$ cat src/rtl/uart_frame_ctrl.sv
// UART packet decoder feeding a double-buffered frame buffer.
// Handles pixel-write, clear and brightness packets with checksum, timeout and overrun reporting.
module uart_frame_ctrl #(
   parameter int unsigned PIXELS      = 64,
   parameter int unsigned TIMEOUT_CYC = 500000,
   parameter int unsigned AW          = 6
) (
   input  logic          clk,
   input  logic          rst,
   input  logic [7:0]    rx_data,
   input  logic          rx_valid,
   output logic          fb_we,
   output logic [AW-1:0] fb_addr,
   output logic [7:0]    fb_wdata,
   output logic          frame_swap,
   output logic [7:0]    brightness,
   output logic          busy,
   output logic          err_cmd,
   output logic          err_len,
   output logic          err_chk,
   output logic          err_timeout,
   output logic          err_ovr
);

   localparam int unsigned CW   = $clog2(PIXELS + 1);
   localparam int unsigned TW   = $clog2(TIMEOUT_CYC + 1);
   localparam logic [7:0]  SYNC = 8'hA5;

   typedef enum logic [2:0] {
      S_IDLE, S_CMD, S_LEN, S_DATA, S_CHK, S_CLEAR
   } state_t;

   typedef enum logic [1:0] {
      OP_WRITE  = 2'd1,
      OP_CLEAR  = 2'd2,
      OP_BRIGHT = 2'd3
   } op_t;

   state_t          state_q, state_d;
   op_t             cmd_q, cmd_d;
   logic [7:0]      len_q, len_d;
   logic [CW-1:0]   cnt_q, cnt_d;
   logic [TW-1:0]   tmo_q, tmo_d;
   logic [7:0]      chk_q, chk_d;
   logic [7:0]      shadow_q, shadow_d;
   logic            fb_we_d, frame_swap_d, busy_d;
   logic [AW-1:0]   fb_addr_d;
   logic [7:0]      fb_wdata_d, brightness_d;
   logic            err_cmd_d, err_len_d, err_chk_d, err_timeout_d, err_ovr_d;
   logic            len_ok;

   // State and datapath registers
   always_ff @(posedge clk or posedge rst) begin
      if (rst) begin
         state_q     <= S_IDLE;
         cmd_q       <= OP_WRITE;
         len_q       <= '0;
         cnt_q       <= '0;
         tmo_q       <= '0;
         chk_q       <= '0;
         shadow_q    <= '0;
         fb_we       <= 1'b0;
         fb_addr     <= '0;
         fb_wdata    <= '0;
         frame_swap  <= 1'b0;
         brightness  <= 8'hFF;
         busy        <= 1'b0;
         err_cmd     <= 1'b0;
         err_len     <= 1'b0;
         err_chk     <= 1'b0;
         err_timeout <= 1'b0;
         err_ovr     <= 1'b0;
      end else begin
         state_q     <= state_d;
         cmd_q       <= cmd_d;
         len_q       <= len_d;
         cnt_q       <= cnt_d;
         tmo_q       <= tmo_d;
         chk_q       <= chk_d;
         shadow_q    <= shadow_d;
         fb_we       <= fb_we_d;
         fb_addr     <= fb_addr_d;
         fb_wdata    <= fb_wdata_d;
         frame_swap  <= frame_swap_d;
         brightness  <= brightness_d;
         busy        <= busy_d;
         err_cmd     <= err_cmd_d;
         err_len     <= err_len_d;
         err_chk     <= err_chk_d;
         err_timeout <= err_timeout_d;
         err_ovr     <= err_ovr_d;
      end
   end

   // Next-state and output decode
   always_comb begin
      state_d       = state_q;
      cmd_d         = cmd_q;
      len_d         = len_q;
      cnt_d         = cnt_q;
      tmo_d         = tmo_q;
      chk_d         = chk_q;
      shadow_d      = shadow_q;
      fb_we_d       = 1'b0;
      fb_addr_d     = fb_addr;
      fb_wdata_d    = fb_wdata;
      frame_swap_d  = 1'b0;
      brightness_d  = brightness;
      err_cmd_d     = 1'b0;
      err_len_d     = 1'b0;
      err_chk_d     = 1'b0;
      err_timeout_d = 1'b0;
      err_ovr_d     = 1'b0;
      len_ok        = 1'b0;

      unique case (state_q)
         S_IDLE: begin
            if (rx_valid && rx_data == SYNC) begin
               state_d = S_CMD;
               chk_d   = '0;
               tmo_d   = '0;
            end
         end
         S_CMD: begin
            if (rx_valid) begin
               if (rx_data == 8'h01 || rx_data == 8'h02 || rx_data == 8'h03) begin
                  cmd_d   = op_t'(rx_data[1:0]);
                  chk_d   = chk_q ^ rx_data;
                  state_d = S_LEN;
               end else begin
                  state_d   = S_IDLE;
                  err_cmd_d = 1'b1;
               end
            end
         end
         S_LEN: begin
            if (rx_valid) begin
               unique case (cmd_q)
                  OP_WRITE: len_ok = (rx_data != 8'd0) && (32'(rx_data) <= PIXELS);
                  OP_CLEAR: len_ok = (rx_data == 8'd0);
                  default:  len_ok = (rx_data == 8'd1);
               endcase
               chk_d = chk_q ^ rx_data;
               len_d = rx_data;
               if (!len_ok) begin
                  state_d   = S_IDLE;
                  err_len_d = 1'b1;
               end else if (rx_data == 8'd0) begin
                  state_d = S_CHK;
               end else begin
                  state_d = S_DATA;
                  cnt_d   = '0;
               end
            end
         end
         S_DATA: begin
            if (rx_valid) begin
               chk_d = chk_q ^ rx_data;
               cnt_d = cnt_q + CW'(1);
               if (cmd_q == OP_WRITE) begin
                  fb_we_d    = 1'b1;
                  fb_addr_d  = AW'(cnt_q);
                  fb_wdata_d = rx_data;
               end else begin
                  shadow_d = rx_data;
               end
               if (cnt_q == CW'(len_q - 8'd1)) state_d = S_CHK;
            end
         end
         S_CHK: begin
            if (rx_valid) begin
               state_d = S_IDLE;
               if (rx_data == chk_q) begin
                  unique case (cmd_q)
                     OP_WRITE: frame_swap_d = 1'b1;
                     OP_CLEAR: begin
                        state_d = S_CLEAR;
                        cnt_d   = '0;
                     end
                     default:  brightness_d = shadow_q;
                  endcase
               end else begin
                  err_chk_d = 1'b1;
               end
            end
         end
         S_CLEAR: begin
            // Bytes arriving during the sweep are dropped and flagged
            err_ovr_d = rx_valid;
            if (cnt_q == CW'(PIXELS)) begin
               frame_swap_d = 1'b1;
               state_d      = S_IDLE;
               cnt_d        = '0;
            end else begin
               fb_we_d    = 1'b1;
               fb_addr_d  = AW'(cnt_q);
               fb_wdata_d = 8'd0;
               cnt_d      = cnt_q + CW'(1);
            end
         end
         default: state_d = S_IDLE;
      endcase

      // Inter-byte watchdog; a byte on the expiry cycle wins
      if (state_q inside {S_CMD, S_LEN, S_DATA, S_CHK}) begin
         if (rx_valid) begin
            tmo_d = '0;
         end else if (tmo_q == TW'(TIMEOUT_CYC - 1)) begin
            state_d       = S_IDLE;
            err_timeout_d = 1'b1;
            tmo_d         = '0;
         end else begin
            tmo_d = tmo_q + TW'(1);
         end
      end

      busy_d = (state_d != S_IDLE);
   end

endmodule
$ cat config.mk
export PLATFORM = sky130hd
export DESIGN_NAME = uart_frame_ctrl
export DESIGN_NICKNAME = d
export VERILOG_FILES = /design/src/rtl/uart_frame_ctrl.sv
export SDC_FILE = /design/constraint.sdc
export NUM_CORES = 1
export LEC_CHECK = 0
export ABC_AREA = 1
export CORE_MARGIN = 2
export CORE_UTILIZATION = 62
export DETAILED_ROUTE_END_ITERATION = 10
export PLACE_DENSITY = 0.85
export SKIP_CTS_REPAIR_TIMING = 1
export SYNTH_ARGS = -nofsm -noshare
export SYNTH_HDL_FRONTEND = slang
export SYNTH_SLANG_ARGS = --single-unit
export TNS_END_PERCENT = 100
$ cat constraint.sdc
create_clock -name clk -period 5.69 [get_ports clk]
set_input_delay 1.138 -clock clk [delete_from_list [all_inputs] [get_ports clk]]
set_output_delay 1.138 -clock clk [all_outputs]
set_load 0.1 [all_outputs]
==> results of run 1 <==
kinds of logic after synthesis:
kind of cell               count (synthesis)
and+or+nand+nor                          280
buffers and inverters                     85
DFF                                       84
AOI/OAI and AO/OA                         81
xor gates and xnor gates                  12
muxes                                      9
adders and majority gates                  6
placed cells by master, fill, tap and decap left out, types with 2 or more instances in the layout:
cell type        Yosys  layout
nand2_1            130     130
dfrtp_1             75      75
inv_1               64      63
nor2_1              50      50
o21ai_0             44      44
clkdlybuf4s50_1      0      40
nand3_1             34      34
nand4_1             17      17
a21oi_1             16      16
inv_2               12      12
clkbuf_8             0      11
nor2_4               9       9
mux2_2               9       9
dfstp_2              9       9
nand3b_1             7       7
nor3_1               7       7
nand2_2              7       7
xor2_1               6       6
nor2_2               6       6
xnor2_1              6       6
ha_1                 6       6
a31oi_1              5       5
o21ai_2              4       4
nor3_2               3       3
o22ai_1              3       3
nor4_1               2       2
nand2_4              2       2
o21bai_1             2       2
clkinvlp_4           0       2
bufinv_16            0       2
power by group:
group | internal, mW | switching (mW)
logic | 0.0569 | 0.111
registers | 0.628 | 0.0330
clock network | 0.272 | 0.221
registers in the layout (all words and copies together), names as in the netlist, 2 cells and up:
register	cells
brightness	8
chk_q	8
cmd_q	2
cnt_q	7
fb_addr	6
fb_wdata	8
len_q	7
shadow_q	8
state_q	3
tmo_q	19
layout make-up:
type	count	area, um^2	area share (%)
Timing Repair Buffer	41	408	7.74
Tap cell	99	124	2.35
Clock inverter	5	83.8	1.59
Multi-Input combinational cell	388	2100	39.9
Inverter	76	287	5.44
Sequential cell	84	2110	40.1
Clock buffer	11	151	2.87
worst min-delay path: cells and delay by family, from the launching register on:
| kind | cells | cell delay [ns] |
|---|---|---|
| AO/OA/AOI/OAI | 1 | 0.05 |
| flip-flops | 1 | 0.35 |
| AND/OR/NAND/NOR | 1 | 0.05 |
path summary, 6_finish.rpt:
| kind | from | endpoint | cells after the start |
|---|---|---|---|
| max | rx_valid | tmo_q[3] | 9 |
| min | shadow_q[4] | shadow_q[4] | 2 |
| max reg2reg | state_q[2] | fb_addr[5] | 6 |
| min reg2reg | shadow_q[4] | shadow_q[4] | 2 |
| max in group asynchronous | rst | cnt_q[5] | 3 |
| min in group asynchronous | rst | shadow_q[0] | 2 |
through the flow:
| step | hold slack [ns] | power [mW] | instances | worst slack, ns |
|---|---|---|---|---|
| 2_1_floorplan | 0.449 | 0.785 | 557 | 2.40 |
| 3_3_place_gp | 0.463 | 0.829 | 688 | 2.29 |
| 3_5_place_dp | 0.470 | 0.838 | 688 | 2.12 |
| 4_1_cts | 0.492 | 1.33 | 704 | 2.49 |
| 5_1_grt | 0.528 | 1.37 | 704 | 2.34 |
| 6_report | 0.487 | 1.32 | 704 | 2.45 |
layer usage:
layer | global-route usage (%) | vias up | routed length, um
met5 | 0 | - | 0
met4 | 8.46 | 0 | 206
met3 | 5.87 | 19 | 567
met2 | 44.4 | 134 | 5060
met1 | 35.9 | 1899 | 4620
li1 | - | 1903 | -
==> results.json, run 1 <==
{
  "status": "completed",
  "clock-root-buffer": "clkbuf_8",
  "synth_area_um2": 4560,
  "power_density_nw_per_um2": 251,
  "synth_area_leaders": "dfrtp_1 (41%), nand2_1 (11%), inv_1 (5.3%), dfstp_2 (5.2%), o21ai_0 (4.8%)",
  "worst-path-max-fanout": 18,
  "final_max_slew_viol_count": 0,
  "cp.required_ns": 5.95,
  "critical-path-top-delay-family": "buffers and inverters",
  "rsz0062_at_grt": "no",
  "critPathSlowestCell": "clkdlybuf4s50_1",
  "gr-total-overflow": 0,
  "maxCapViolCount": 0,
  "core_region_area_um2": 7180,
  "fin_area_um2": 5270,
  "synth_ff_type": "dfrtp_1",
  "area_growth_pct": 15.6,
  "track_usage_pct": 26.9,
  "syn_nets": 574,
  "max_stage_delay_ns": 0.83,
  "viasPerCell": 5.62,
  "final_util_pct": 73.5,
  "synth_top_area_share_pct": 41.2,
  "finalClockSkew_ns": 0.0120,
  "synth-xor-area-share_pct": 2.31,
  "antenna_cells": 0,
  "synthDistinctLibCells": 43,
  "rrSetupSlack_ns": 3.44,
  "io_pins": 41,
  "setup_viol": 0,
  "muxShareOfSynthArea_pct": 2.22,
  "maxSlewHeadroom_pct": 34.1,
  "fin_nets": 617,
  "avgRoutedWirePerCell_um": 14.9,
  "p_leak_nw": 2.42,
  "syn_area_per_cell_um2": 8.18,
  "routed_wl_um": 10500,
  "synth-edff-count": 0,
  "initial_core_util_pct": 63.5,
  "synth-simple-area-share_pct": 29.7,
  "io_buffer_count": 40,
  "critPathKind": "in -> reg",
  "syn_inst": 557,
  "gp_congestion": 0.941,
  "dr.pass1.iters": 5,
  "grt_pass1_wl_um": 17700,
  "critical_path_buf_inv_count": 4,
  "clock-sinks": 84,
  "ys_ff_latch": 84,
  "grt_max_degree": 47,
  "cts-htree-levels": 3,
  "clk_latency_ns": 0.37,
  "clock_path_buffers": 2,
  "tritoncts": "yes",
  "chipHeight_um": 89.7,
  "ys_async_sr_fraction_pct": 100,
  "drt_iter0_drc": 287,
  "yosys.area.top_type": "dfrtp_1",
  "synth.most_common_cell": "nand2_1",
  "worst_hold_path_type": "reg -> reg",
  "dp_hpwl_um": 7710,
  "endpoint_kind": "register",
  "synth_top_family_by_area": "simple AND/OR/NAND/NOR gates",
  "synth_common_cells": "nand2_1 (130), dfrtp_1 (75), inv_1 (64)",
  "crit_chain": "clkdlybuf4s50_1 -> inv_1 -> nor4_2 -> nand4_2 -> nand2_4 -> inv_2 -> nor2_4 -> inv_2 -> and3_1",
  "place_area_um2": 5040,
  "num_rows": 31,
  "worst_ir_drop_vdd_mv": 0.182,
  "vias": 3955,
  "timing.final.crit_share_pct": 57.0,
  "cp-start-kind": "input pin",
  "fin_setup_tns_ns": 0,
  "finalHoldViolCount": 0,
  "crit_path_frequent_cell": "inv_2",
  "synth-compound-area-share_pct": 10.3,
  "crit_arrival_ns": 3.51,
  "ys_seq_area_share_pct": 46.4,
  "drtAntennaViolNets": 0,
  "antenna_found_initial": 0,
  "die-area_um2": 8050,
  "layout_min_cycle_time_ns": 3.24,
  "drive_gt1_share_pct": 14.0,
  "die_width_um": 89.7,
  "ys_warn_count": 0,
  "synth_fa_ha_area_share_pct": 1.65,
  "drc_errors": 0,
  "fmax_mhz": 308,
  "nFillCells": 513,
  "cts_buffers": 9,
  "cts.clk_slew.worst_paths_ns": 0.09,
  "worst_pin_slew_ns": 0.986,
  "grt_pass1_vias": 3863
}
Power figures use the tool's default switching activity.
==> inputs of run 2 (changes only) <==
- CORE_UTILIZATION: 62 -> 58
- PLACE_DENSITY: 0.85 -> 0.8
- clock period: 5.69 -> 3.3 ns (I/O delays scaled with it)
==> run 2 against run 1 <==
  * Hold slack better by 0.023 ns
  * Combinational power grew 73%
  * Sequential share of layout area is 0.74 points higher
  * Clock skew fell by 0.0014 ns
  * Critical path type unchanged
  * Critical endpoint is now cnt_q[0]
  * Largest power group unchanged
==> results.json, run 2 (synthesis results as in run 1) <==
{
  "largest_reg_flops": 19,
  "critPathSlowestCell": "clkdlybuf4s50_1",
  "drt_iter0_drc": 315,
  "grt_pass1_wl_um": 17600,
  "final_common_cell": "nand2_1",
  "fmax_mhz": 412,
  "total_power_mw": 2.09,
  "timing.final.crit_share_pct": 73.5,
  "track_usage_pct": 26.1,
  "clock-root-buffer": "clkbuf_8",
  "p_leak_nw": 2.46,
  "gp_congestion": 0.990,
  "die-area_um2": 8580,
  "setup_viol": 0,
  "cts-htree-levels": 3,
  "viasPerCell": 5.58,
  "worst_ir_drop_vdd_mv": 0.244,
  "drc_errors": 0,
  "final_max_slew_viol_count": 0,
  "num_rows": 32,
  "maxSlewHeadroom_pct": 65.4,
  "vias": 3967,
  "power_density_nw_per_um2": 404,
  "grt_max_degree": 85,
  "sequentialPowerShare_pct": 54.4,
  "power.internal_mw": 1.46,
  "die_width_um": 92.7,
  "drtAntennaViolNets": 0,
  "chipHeight_um": 92.7,
  "layout_common_cells": "nand2_1 (130), dfrtp_1 (75), inv_1 (63)",
  "fin_nets": 621,
  "layout_min_cycle_time_ns": 2.42,
  "p_comb_share_pct": 13.9,
  "seq_area_um2": 2110,
  "top_register": "tmo_q",
  "rsz0062_at_grt": "no",
  "core_region_area_um2": 7690,
  "grt_pass1_vias": 3716,
  "fin_setup_tns_ns": 0,
  "multiInputGateArea_um2": 2100,
  "endpoint_kind": "register",
  "finalClockSkew_ns": 0.0105,
  "cp-start-kind": "input pin",
  "antenna_cells": 0,
  "gr-total-overflow": 0,
  "pwr-share-clk_pct": 31.7,
  "dr.pass1.iters": 5,
  "clock-sinks": 84,
  "crit_chain": "clkdlybuf4s50_1 -> xnor2_1 -> nand2_1 -> nor2_1 -> nand2_2 -> a211oi_4 -> nand2_2 -> nor2_1 -> a21oi_2",
  "status": "completed",
  "avgRoutedWirePerCell_um": 14.5,
  "critPathKind": "in -> reg",
  "cts.clk_slew.worst_paths_ns": 0.09,
  "critical-path-top-delay-family": "simple AND/OR/NAND/NOR gates",
  "crit_arrival_ns": 2.67,
  "clk_latency_ns": 0.36,
  "cts_buffers": 9,
  "p_switching_mw": 0.635,
  "area_growth_pct": 13.6,
  "swShare_pct": 30.3,
  "initial_core_util_pct": 59.3,
  "io_pins": 41,
  "finalHoldViolCount": 0,
  "worst_hold_path_type": "reg -> reg",
  "drive_gt1_share_pct": 19.2,
  "critical_path_buf_inv_count": 1,
  "clock_path_buffers": 2,
  "worst_pin_slew_ns": 0.518,
  "max_stage_delay_ns": 0.65,
  "dp_hpwl_um": 7720,
  "tritoncts": "yes",
  "nFillCells": 660,
  "routed_wl_um": 10300,
  "io_buffer_count": 40,
  "worst-path-max-fanout": 11,
  "maxCapViolCount": 0,
  "cp.required_ns": 3.55,
  "antenna_found_initial": 0
}
[run 2: final timing paths]
path	startpoint	end	slack, ns	cells past startpoint
worst max-delay path	rx_data[3]	cnt_q[0]	0.88	9
worst min-delay path	chk_q[7]	chk_q[7]	0.51	2
worst max register to register	cnt_q[0]	busy	1.18	9
worst min register to register	chk_q[7]	chk_q[7]	0.51	2
max in group asynchronous	rst	brightness[4]	2.23	3
min in group asynchronous	rst	shadow_q[6]	0.71	3
[run 2: per-stage QoR]
stage | hold slack (ns) | worst slack (ns) | instance area, um^2 | cells | util [%]
3_3_place_gp | 0.468 | 0.654 | 5010 | 695 | 65.1
3_5_place_dp | 0.487 | 0.541 | 5010 | 695 | 65.1
6_report | 0.509 | 0.875 | 5180 | 711 | 67.3
4_1_cts | 0.509 | 0.917 | 5180 | 711 | 67.3
5_1_grt | 0.533 | 0.687 | 5180 | 711 | 67.3
2_1_floorplan | 0.449 | 0.490 | 4560 | 557 | -
[run 2: worst register-to-register path, delay by kind of cell (launching register included)]
family          cells  cell delay (ns)
buf+inv             2             0.31
simple gates        5             0.88
compound gates      1             0.18
fa+ha+maj           1             0.17
flops               1             0.46
[run 2: power by group through the flow]
stage | Clock (mW) | Sequential (mW) | Combinational (mW)
4_1_cts | 0.666 | 1.14 | 0.292
3_5_place_dp | 0 | 1.16 | 0.291
5_1_grt | 0.718 | 1.14 | 0.325
6_report | 0.663 | 1.14 | 0.291
3_3_place_gp | 0 | 1.15 | 0.281
2_1_floorplan | 0 | 1.18 | 0.173
[run 2: cell type report]
cell class / count / share of cell area, %
Sequential cell: 84 / 40.8
Multi-Input combinational cell: 388 / 40.7
Timing Repair Buffer: 45 / 7.25
Inverter: 76 / 5.54
Clock buffer: 11 / 2.54
Tap cell: 102 / 2.47
Clock inverter: 5 / 0.725
[run 2: routing by layer]
metal	GRT usage [%]	share of wire (%)	routed length, um
met2	39.1	45	4600
met3	5.78	7.1	732
met5	0	0	0
met4	8.21	1.6	166
met1	38.0	47	4790
